$ cat src/rtl/dmem_ctrl.sv
// dmem_ctrl: two-port (core c / DMA d) sequencer in front of a single-port
// synchronous dmem with 1-cycle read latency. Adds byte/half stores via
// read-modify-write, lane-extracts loads, and rejects misaligned requests.
// Optional feature macro: DMEM_CTRL_RR_EN (round-robin arbitration when
// defined; fixed priority c over d otherwise).
module dmem_ctrl #(
  parameter int ADDRESS_WIDTH = 8
) (
  input  logic                     clk,
  input  logic                     rst_n,
  input  logic                     c_req_valid,
  output logic                     c_req_ready,
  input  logic                     c_req_we,
  input  logic [31:0]              c_req_addr,
  input  logic [1:0]               c_req_size,
  input  logic [31:0]              c_req_wdata,
  output logic                     c_resp_valid,
  output logic                     c_resp_err,
  output logic [31:0]              c_resp_rdata,
  input  logic                     d_req_valid,
  output logic                     d_req_ready,
  input  logic                     d_req_we,
  input  logic [31:0]              d_req_addr,
  input  logic [1:0]               d_req_size,
  input  logic [31:0]              d_req_wdata,
  output logic                     d_resp_valid,
  output logic                     d_resp_err,
  output logic [31:0]              d_resp_rdata,
  output logic                     mem_we,
  output logic [ADDRESS_WIDTH-1:0] mem_addr,
  output logic [31:0]              mem_wdata,
  input  logic [31:0]              mem_rdata
);

  localparam int AB = ADDRESS_WIDTH + 2;

  typedef enum logic [1:0] {IDLE, ISSUE, DATA} state_t;

  state_t      state, state_nx;
  logic        sel_c, sel_d, accept;
  logic        owner;
  logic        we_q;
  logic [AB-1:0] addr_q;
  logic [1:0]  size_q;
  logic [31:0] wdata_q;
  logic        misaligned, is_word;
  logic [4:0]  shamt;
  logic [31:0] shifted, load_data, lane_mask, merged;
  logic        resp_v, resp_e;
  logic [31:0] resp_d;

  // Upper address bits beyond the dmem window are deliberately ignored (wrap).
  logic unused_addr_bits;
  assign unused_addr_bits = ^{c_req_addr[31:AB], d_req_addr[31:AB]};

`ifdef DMEM_CTRL_RR_EN
  logic grant;  // 0 = c has priority, 1 = d has priority

  // Round-robin: the port holding the grant wins a tie; a lone requester always wins.
  always_comb begin
    sel_c = c_req_valid & (~grant | ~d_req_valid);
    sel_d = d_req_valid & ( grant | ~c_req_valid);
  end

  // Grant flips to the other port after every accepted request.
  always_ff @(posedge clk or negedge rst_n) begin
    if (!rst_n)      grant <= 1'b0;
    else if (accept) grant <= sel_c;
  end
`else
  // Fixed priority: c always beats d.
  always_comb begin
    sel_c = c_req_valid;
    sel_d = d_req_valid & ~c_req_valid;
  end
`endif

  assign accept = (state == IDLE) & (sel_c | sel_d);

  // State register.
  always_ff @(posedge clk or negedge rst_n) begin
    if (!rst_n) state <= IDLE;
    else        state <= state_nx;
  end

  // Request fields are captured only at acceptance.
  always_ff @(posedge clk or negedge rst_n) begin
    if (!rst_n) begin
      owner   <= 1'b0;
      we_q    <= 1'b0;
      addr_q  <= '0;
      size_q  <= '0;
      wdata_q <= '0;
    end else if (accept) begin
      owner   <= sel_d;
      we_q    <= sel_d ? d_req_we            : c_req_we;
      addr_q  <= sel_d ? d_req_addr[AB-1:0]  : c_req_addr[AB-1:0];
      size_q  <= sel_d ? d_req_size          : c_req_size;
      wdata_q <= sel_d ? d_req_wdata         : c_req_wdata;
    end
  end

  // Alignment check, load lane extraction and store lane merge.
  always_comb begin
    is_word    = size_q[1];
    misaligned = ((size_q == 2'd1) & addr_q[0]) | (is_word & (addr_q[1:0] != 2'b00));
    shamt      = {addr_q[1:0], 3'b000};
    shifted    = mem_rdata >> shamt;
    case (size_q)
      2'd0:    load_data = {24'd0, shifted[7:0]};
      2'd1:    load_data = {16'd0, shifted[15:0]};
      default: load_data = shifted;
    endcase
    lane_mask = (size_q == 2'd0) ? (32'h0000_00FF << shamt) : (32'h0000_FFFF << shamt);
    merged    = (mem_rdata & ~lane_mask) | ((wdata_q << shamt) & lane_mask);
  end

  // Next-state and memory/response outputs.
  always_comb begin
    state_nx  = state;
    mem_we    = 1'b0;
    mem_wdata = '0;
    resp_v    = 1'b0;
    resp_e    = 1'b0;
    resp_d    = '0;
    case (state)
      IDLE: begin
        if (accept) state_nx = ISSUE;
      end
      ISSUE: begin
        if (misaligned) begin
          resp_v   = 1'b1;
          resp_e   = 1'b1;
          state_nx = IDLE;
        end else if (we_q & is_word) begin
          mem_we    = 1'b1;
          mem_wdata = wdata_q;
          resp_v    = 1'b1;
          state_nx  = IDLE;
        end else begin
          state_nx = DATA;
        end
      end
      DATA: begin
        resp_v = 1'b1;
        if (we_q) begin
          mem_we    = 1'b1;
          mem_wdata = merged;
        end else begin
          resp_d = load_data;
        end
        state_nx = IDLE;
      end
      default: state_nx = IDLE;
    endcase
  end

  // Ready only in IDLE toward the winning requester, held low during reset;
  // responses steered to the latched owner.
  always_comb begin
    c_req_ready  = rst_n & (state == IDLE) & sel_c;
    d_req_ready  = rst_n & (state == IDLE) & sel_d;
    c_resp_valid = resp_v & ~owner;
    c_resp_err   = resp_e & ~owner;
    c_resp_rdata = owner ? '0 : resp_d;
    d_resp_valid = resp_v & owner;
    d_resp_err   = resp_e & owner;
    d_resp_rdata = owner ? resp_d : '0;
    mem_addr     = addr_q[AB-1:2];
  end

endmodule

$ cat config.mk
export PLATFORM = sky130hd
export DESIGN_NAME = dmem_ctrl
export DESIGN_NICKNAME = d
export VERILOG_FILES = /design/src/rtl/dmem_ctrl.sv
export SDC_FILE = /design/constraint.sdc
export NUM_CORES = 1
export LEC_CHECK = 0
export ABC_AREA = 1
export BUFFER_PORTS_ARGS = -buffer_cell sky130_fd_sc_hd__buf_2
export CELL_PAD_IN_SITES_DETAIL_PLACEMENT = 0
export CELL_PAD_IN_SITES_GLOBAL_PLACEMENT = 1
export CORE_UTILIZATION = 28
export CTS_CLUSTER_DIAMETER = 120
export DETAILED_ROUTE_END_ITERATION = 12
export PLACE_DENSITY = 0.87
export SLEW_MARGIN = 10
export SYNTH_ARGS = -nofsm -noshare
export SYNTH_HDL_FRONTEND = slang
export SYNTH_SLANG_ARGS = --single-unit
$ cat constraint.sdc
create_clock -name clk -period 1.65 [get_ports clk]
set_input_delay 0.0825 -clock clk [delete_from_list [all_inputs] [get_ports clk]]
set_output_delay 0.0825 -clock clk [all_outputs]
set_load 0.03 [all_outputs]
==> results of run 1 <==
power breakdown:
group | switching (mW) | leakage [nW] | internal (mW)
logic | 6.11 | 3.04 | 4.31
clock network | 0.445 | 0.0679 | 0.562
registers | 0.666 | 0.581 | 1.78
registers in the layout, summed over array words and instances, names as in the netlist:
register and flops:
size_q 2, wdata_q 32, owner 1, we_q 1
addr_q 10, state 2
metrics by stage:
stage                     cell area [µm²]  util (%)  cells  hold WS [ps]
after floorplan                      4690         -    753          -213
after global placement               6290      40.8   1184           273
after detailed placement             6290      40.8   1184           273
after CTS                            7340      47.6   1208          44.9
after global routing                 8280      53.6   1230          46.4
final                                8280      53.6   1230          47.4
worst max-delay path, stage by stage (launching register included):
cell	delay (ps)
dfrtp_2	500
buf_12	170
a21boi_4	230
buf_6	160
buf_8	130
nand3_2	70
a21oi_2	190
buf_6	150
cells in the mapped netlist:
cell,n
o21ai_0,107
inv_2,6
dfrtp_1,48
nor2_1,125
inv_4,1
nor2_4,3
nor2_2,1
buf_6,3
ha_1,3
nand2_1,158
o21ai_1,15
o21a_1,8
o22ai_1,12
buf_4,16
inv_1,52
nand3_2,1
buf_2,21
clkinv_1,1
clkbuf_1,22
nor3_4,1
nand4_1,1
nand3_1,73
nor3_1,9
nand2_2,7
a21oi_1,42
o211ai_1,16
a21boi_4,1
worst min-delay path by stage:
stage | startpoint | endpoint | slack, ps
after floorplan | rst_n | addr_q[0] | -210
after global placement | rst_n | owner | 270
after detailed placement | rst_n | wdata_q[1] | 270
after CTS | d_req_wdata[0] | wdata_q[0] | 40
after global routing | d_req_wdata[0] | wdata_q[0] | 50
final | d_req_wdata[5] | wdata_q[5] | 50
cell type report:
cell class	count	area [µm²]	area share, %
Tap cell	211	264	3.19
Inverter	60	245	2.96
Multi-Input combinational cell	583	3600	43.5
Clock buffer	7	133	1.60
Sequential cell	48	1200	14.6
Clock inverter	1	5.00	0.0605
Timing Repair Buffer	320	2820	34.1
layer usage:
layer	wire length, µm	vias up	global-route usage, %
li1	-	3000	-
met1	8350	2860	29.9
met2	10400	320	41.6
met3	1800	40	4.24
met4	493	0	4.64
met5	0	-	0
cell families (layout without fill, tap and decap cells):
| family | count (synthesis) | in the layout | synth area share [%] |
|---|---|---|---|
| compound gates | 201 | 201 | 24.4 |
| fa+ha+maj | 3 | 3 | 0.836 |
| buf+inv | 122 | 388 | 12.7 |
| flops | 48 | 48 | 26.7 |
| simple gates | 379 | 379 | 35.4 |
repair_timing:
action | CTS | global route
resized for setup | 248 | 158
setup buffers | 12 | 17
gates cloned | 4 | 9
pin swaps | 19 | 62
endpoints found under the hold margin | 48 | 0
endpoints found under the setup margin | 102 | 132
hold buffers | 1 | 0
==> results.tsv, run 1 <==
metric	value	unit
mostFrequentLayoutCell	buf_2	
reg2reg_to	wdata_q[23]	
violations	negative setup slack	
post-place-ws	-44.7	ps
grt_pass1_wl	29.8	mm
p_per_area	1680	nW/µm²
crit_arrival	1900	ps
hold_violations	0	
crit-reg2reg-launch	state[0]	
leakage	3.68	nW
synth-seq-area-share	26.7	%
yosysWarningCount	0	
synth.cell_area	4490	µm²
cp-end-kind	output port	
wl_per_cell	17.1	µm
setup_violations	101	
r2r_setup_slack	100	ps
ys_ff_latch	48	
synthTopCellsByArea	dfrtp_1 (27%), nand2_1 (13%), o21ai_0 (12%)	
cts_tree	yes	
crit_type	flip-flop to output port	
syn-num-nets	926	
vias	6220	
cts_made_buffers	5	
reg2reg_depth	9	
layout.nets	1191	
avgViaCountPerCell	5.06	
h-tree-depth	2	
diodes	0	
slew_violations	0	
synth_top_area_share	26.7	%
clkLatencyLatePin	300	ps
die_area	16600	µm²
start_util	29.1	%
cp_max_fo	6	
die_h	129	µm
worstMarginPinSlew	650	ps
hp-class	input pin to flip-flop	
relSlewSlack	56.7	%
antenna_found_initial	0	
place.gp.congestion	0.882	
grt_overflow_total	0	
grt_max_degree	49	
fin_worst_skew	10.8	ps
rsz0062_at_grt	yes	
synth_top_area_cell	dfrtp_1	
die_x	129	µm
power	13.9	mW
layout-drive-gt1-share	53.3	%
status	finished, violations left	
cts_buffer_depth	2	
clkSinkCount	48	
drt_iter0_markers	337	
placement.io_buffers	236	
setup_ws	-330	ps
avgSynthCellArea	5.97	µm²
fin_crit	1980	ps
core	15400	µm²
drt-pass1-iter-count	6	
first_global_vias	5419	
pin_count	281	
crit_path_end	mem_wdata[6]	
maxCapViolCount	0	
max_freq	505	MHz
holdPathStages	3	
postRouteAntennaNets	0	
startpoint	addr_q[0]	
ir_drop	0.835	mV
cp-start-kind	flip-flop	
clk_pin_slew_worst_paths	70	ps
syn_to_final_growth	84.2	%
synth_cells	753	
rows	45	
fillCellCount	1436	
tns	-25470	ps
root_buffer	clkbuf_16	
fin_crit_sh	120	%
grt.total_usage	23.5	%
final_cell_mix	buf_2 (133), nand2_1 (129), buf_6 (96)	
wl	21.1	mm
ys_types	27	
hpwl	15.0	mm
drc	0	
crit_required	1570	ps
Note: power is estimated with default switching activity, not from simulation.
==> inputs of run 2 (changes only) <==
==> constraint.sdc (replaced) <==
create_clock -name clk -period 1.65 [get_ports clk]
set_input_delay 0.33 -clock clk [delete_from_list [all_inputs] [get_ports clk]]
set_output_delay 0.33 -clock clk [all_outputs]
set_load 0.03 [all_outputs]
==> run 2 against run 1 <==
  * The run still ends with negative setup slack left
  * First-iteration DRC count decreased by 18%
  * Clock skew shrank 4.6 ps
  * Flip-flop and latch count is the same
  * Largest power group unchanged
  * Cell area up 18%
  * Routed wire length increased by 9.3%
  * Register-to-register slack worse by 310 ps
  * Sequential power rose by 2%
  * Final cell count up 4.3%
==> results.tsv, run 2 (same netlist as run 1, synthesis figures left out) <==
metric	value	unit	change
status	finished, violations left		unchanged
violations	negative setup slack		unchanged
placement.io_buffers	236		unchanged
die_h	129	µm	unchanged
internal-power	8.11	mW	was 6.64 mW
die_x	129	µm	unchanged
swShare	50.7	%	was 52.1%
relSlewSlack	58.8	%	was 56.7%
grt_overflow_total	0		unchanged
dpl_cell_area	7240	µm²	was 6290 µm²
r2r_setup_slack	-210	ps	was 100 ps
antenna_found_initial	0		unchanged
core	15400	µm²	unchanged
mostFrequentLayoutCell	buf_6		was buf_2
ir_drop	1.28	mV	was 0.835 mV
wl	23.0	mm	was 21.1 mm
slew_violations	0		unchanged
max_freq	439	MHz	was 505 MHz
p_per_area	1690	nW/µm²	was 1680 nW/µm²
root_buffer	clkbuf_16		unchanged
crit_type	flip-flop to output port		unchanged
final_cell_mix	buf_6 (134), buf_2 (133), nand2_1 (125)		was buf_2 (133), nand2_1 (129), buf_6 (96)
h-tree-depth	2		unchanged
cp-end-kind	output port		unchanged
rsz0062_at_grt	yes		unchanged
grt.total_usage	27.0	%	was 23.5%
p_seq_share	15.1	%	was 17.6%
clkLatencyLatePin	290	ps	was 300 ps
layout.nets	1244		was 1191
cts_buffer_depth	2		unchanged
drt-pass1-iter-count	5		was 6
fin_worst_skew	6.20	ps	was 10.8 ps
pwr-share-clk	6.2	%	was 7.3%
cts_made_buffers	5		unchanged
start_util	29.1	%	unchanged
first_global_vias	6335		was 5419
diodes	0		unchanged
max_stage_delay	390	ps	was 500 ps
fillCellCount	1278		was 1436
vias	6516		was 6220
path_cells	inv_2 -> ha_4 -> inv_4 -> nor2_4 -> inv_2 -> nor3_4 -> buf_6 -> nand2_2 -> nor2_4 -> buf_6		was buf_12 -> a21boi_4 -> buf_6 -> buf_8 -> nand3_2 -> a21oi_2 -> buf_6
hp-class	input pin to asynchronous set/reset pin		was input pin to flip-flop
avgViaCountPerCell	5.08		was 5.06
drc	0		unchanged
die_area	16600	µm²	unchanged
leakage	4.16	nW	was 3.68 nW
worstMarginPinSlew	618	ps	was 650 ps
pin_count	281		unchanged
syn_to_final_growth	117	%	was 84.2%
postRouteAntennaNets	0		unchanged
regMostFlops	wdata_q		unchanged
largest_reg_flops	32		unchanged
hold_violations	0		unchanged
grt_pass1_wl	34.4	mm	was 29.8 mm
cp-start-kind	flip-flop		unchanged
setup_violations	149		was 101
combPwrFrac	78.7	%	was 75.1%
wl_per_cell	17.9	µm	was 17.1 µm
crit_arrival	1950	ps	was 1900 ps
cp_max_fo	8		was 6
slowest_stage	dfrtp_1		was dfrtp_2
drt_iter0_markers	276		was 337
clk_pin_slew_worst_paths	70	ps	about the same
layout-drive-gt1-share	59.0	%	was 53.3%
hpwl	15.5	mm	was 15.0 mm
place.gp.congestion	0.881		was 0.882
crit_required	1320	ps	was 1570 ps
rows	45		unchanged
final_cell_area	9760	µm²	was 8280 µm²
maxCapViolCount	0		unchanged
grt_max_degree	49		unchanged
holdBufCountCts	0		was 1
cts_tree	yes		unchanged
power	16.5	mW	was 13.9 mW
instances_no_fill	1283		was 1230
fin_crit_sh	138	%	was 120%
fin_crit	2280	ps	was 1980 ps
largestRegisters	wdata_q: 32 flops, addr_q: 10 flops		unchanged
dp.cells	1215		was 1184
setup_ws	-627	ps	was -330 ps
clkSinkCount	48		unchanged
p_switching	8.35	mW	was 7.22 mW
-- run 2: cell types whose count changed in the layout (fill, tap and decap cells not counted), sizes merged --
| cell | delta |
|---|---|
| clkinv | -2 |
| inv | +2 |
| clkbuf | -3 |
| bufbuf | +2 |
| dlygate4sd3 | -1 |
| buf | +54 |
| clkinvlp | +1 |
-- run 2: what timing repair did --
item / 4_1_cts / 5_1_grt
pin swaps: 42 / 36
buffers inserted: 28 / 15
cloned: 13 / 8
resized for setup: 355 / 102
setup endpoints to repair: 120 / 146
-- run 2: power groups by stage --
| stage | logic (mW) | registers, mW | clock network (mW) |
|---|---|---|---|
| detailed placement | 8.58 | 2.33 | 0 |
| global placement | 8.51 | 2.32 | 0 |
| global route | 13.8 | 2.55 | 1.08 |
| CTS | 11.5 | 2.41 | 1.03 |
| finish | 12.9 | 2.49 | 1.02 |
| floorplan | 5.99 | 2.09 | 0 |
-- run 2: stage by stage --
stage	TNS, ps	util, %	setup WS, ps	hold WS (ps)
6_report	-60470	63.3	-627	153
5_1_grt	-71430	63.3	-708	224
4_1_cts	-53940	60.1	-625	187
3_5_place_dp	-23790	47.0	-370	473
3_3_place_gp	-22270	47.0	-370	468
2_1_floorplan	-13050	-	-275	34.4
-- run 2: worst paths after layout --
path,cells after the start,endpoint,start
setup / recovery,10,d_resp_rdata[22],state[0]
hold / removal,2,addr_q[3],rst_n
hold reg to reg,2,addr_q[7],addr_q[7]
setup reg to reg,13,wdata_q[9],state[0]
min in group clk,3,addr_q[3],d_req_addr[3]
max in group asynchronous,2,owner,rst_n
-- run 2: final cells by class --
class                           count  area, µm²  share of cell area [%]
Clock buffer                        6        129                    1.32
Multi-Input combinational cell    583       4280                    43.8
Inverter                           60        253                    2.59
Sequential cell                    48       1210                    12.4
Clock inverter                      2       16.3                   0.167
Timing Repair Buffer              373       3620                    37.0
Tap cell                          211        264                    2.70
-- run 2: critical path: cells and delay by family (launching register included) --
kind | cells | cell delay [ps]
fa+ha+maj | 1 | 160
buf+inv | 5 | 560
flops | 1 | 390
simple gates | 4 | 530
-- run 2: layer usage --
metal	part of all wire [%]	track usage [%]	vias to the layer above
met3	7.4	5.11	67
met2	49	47.1	326
met5	0	0	-
met1	39	32.1	2983
li1	-	-	3140
met4	4.6	11.9	0
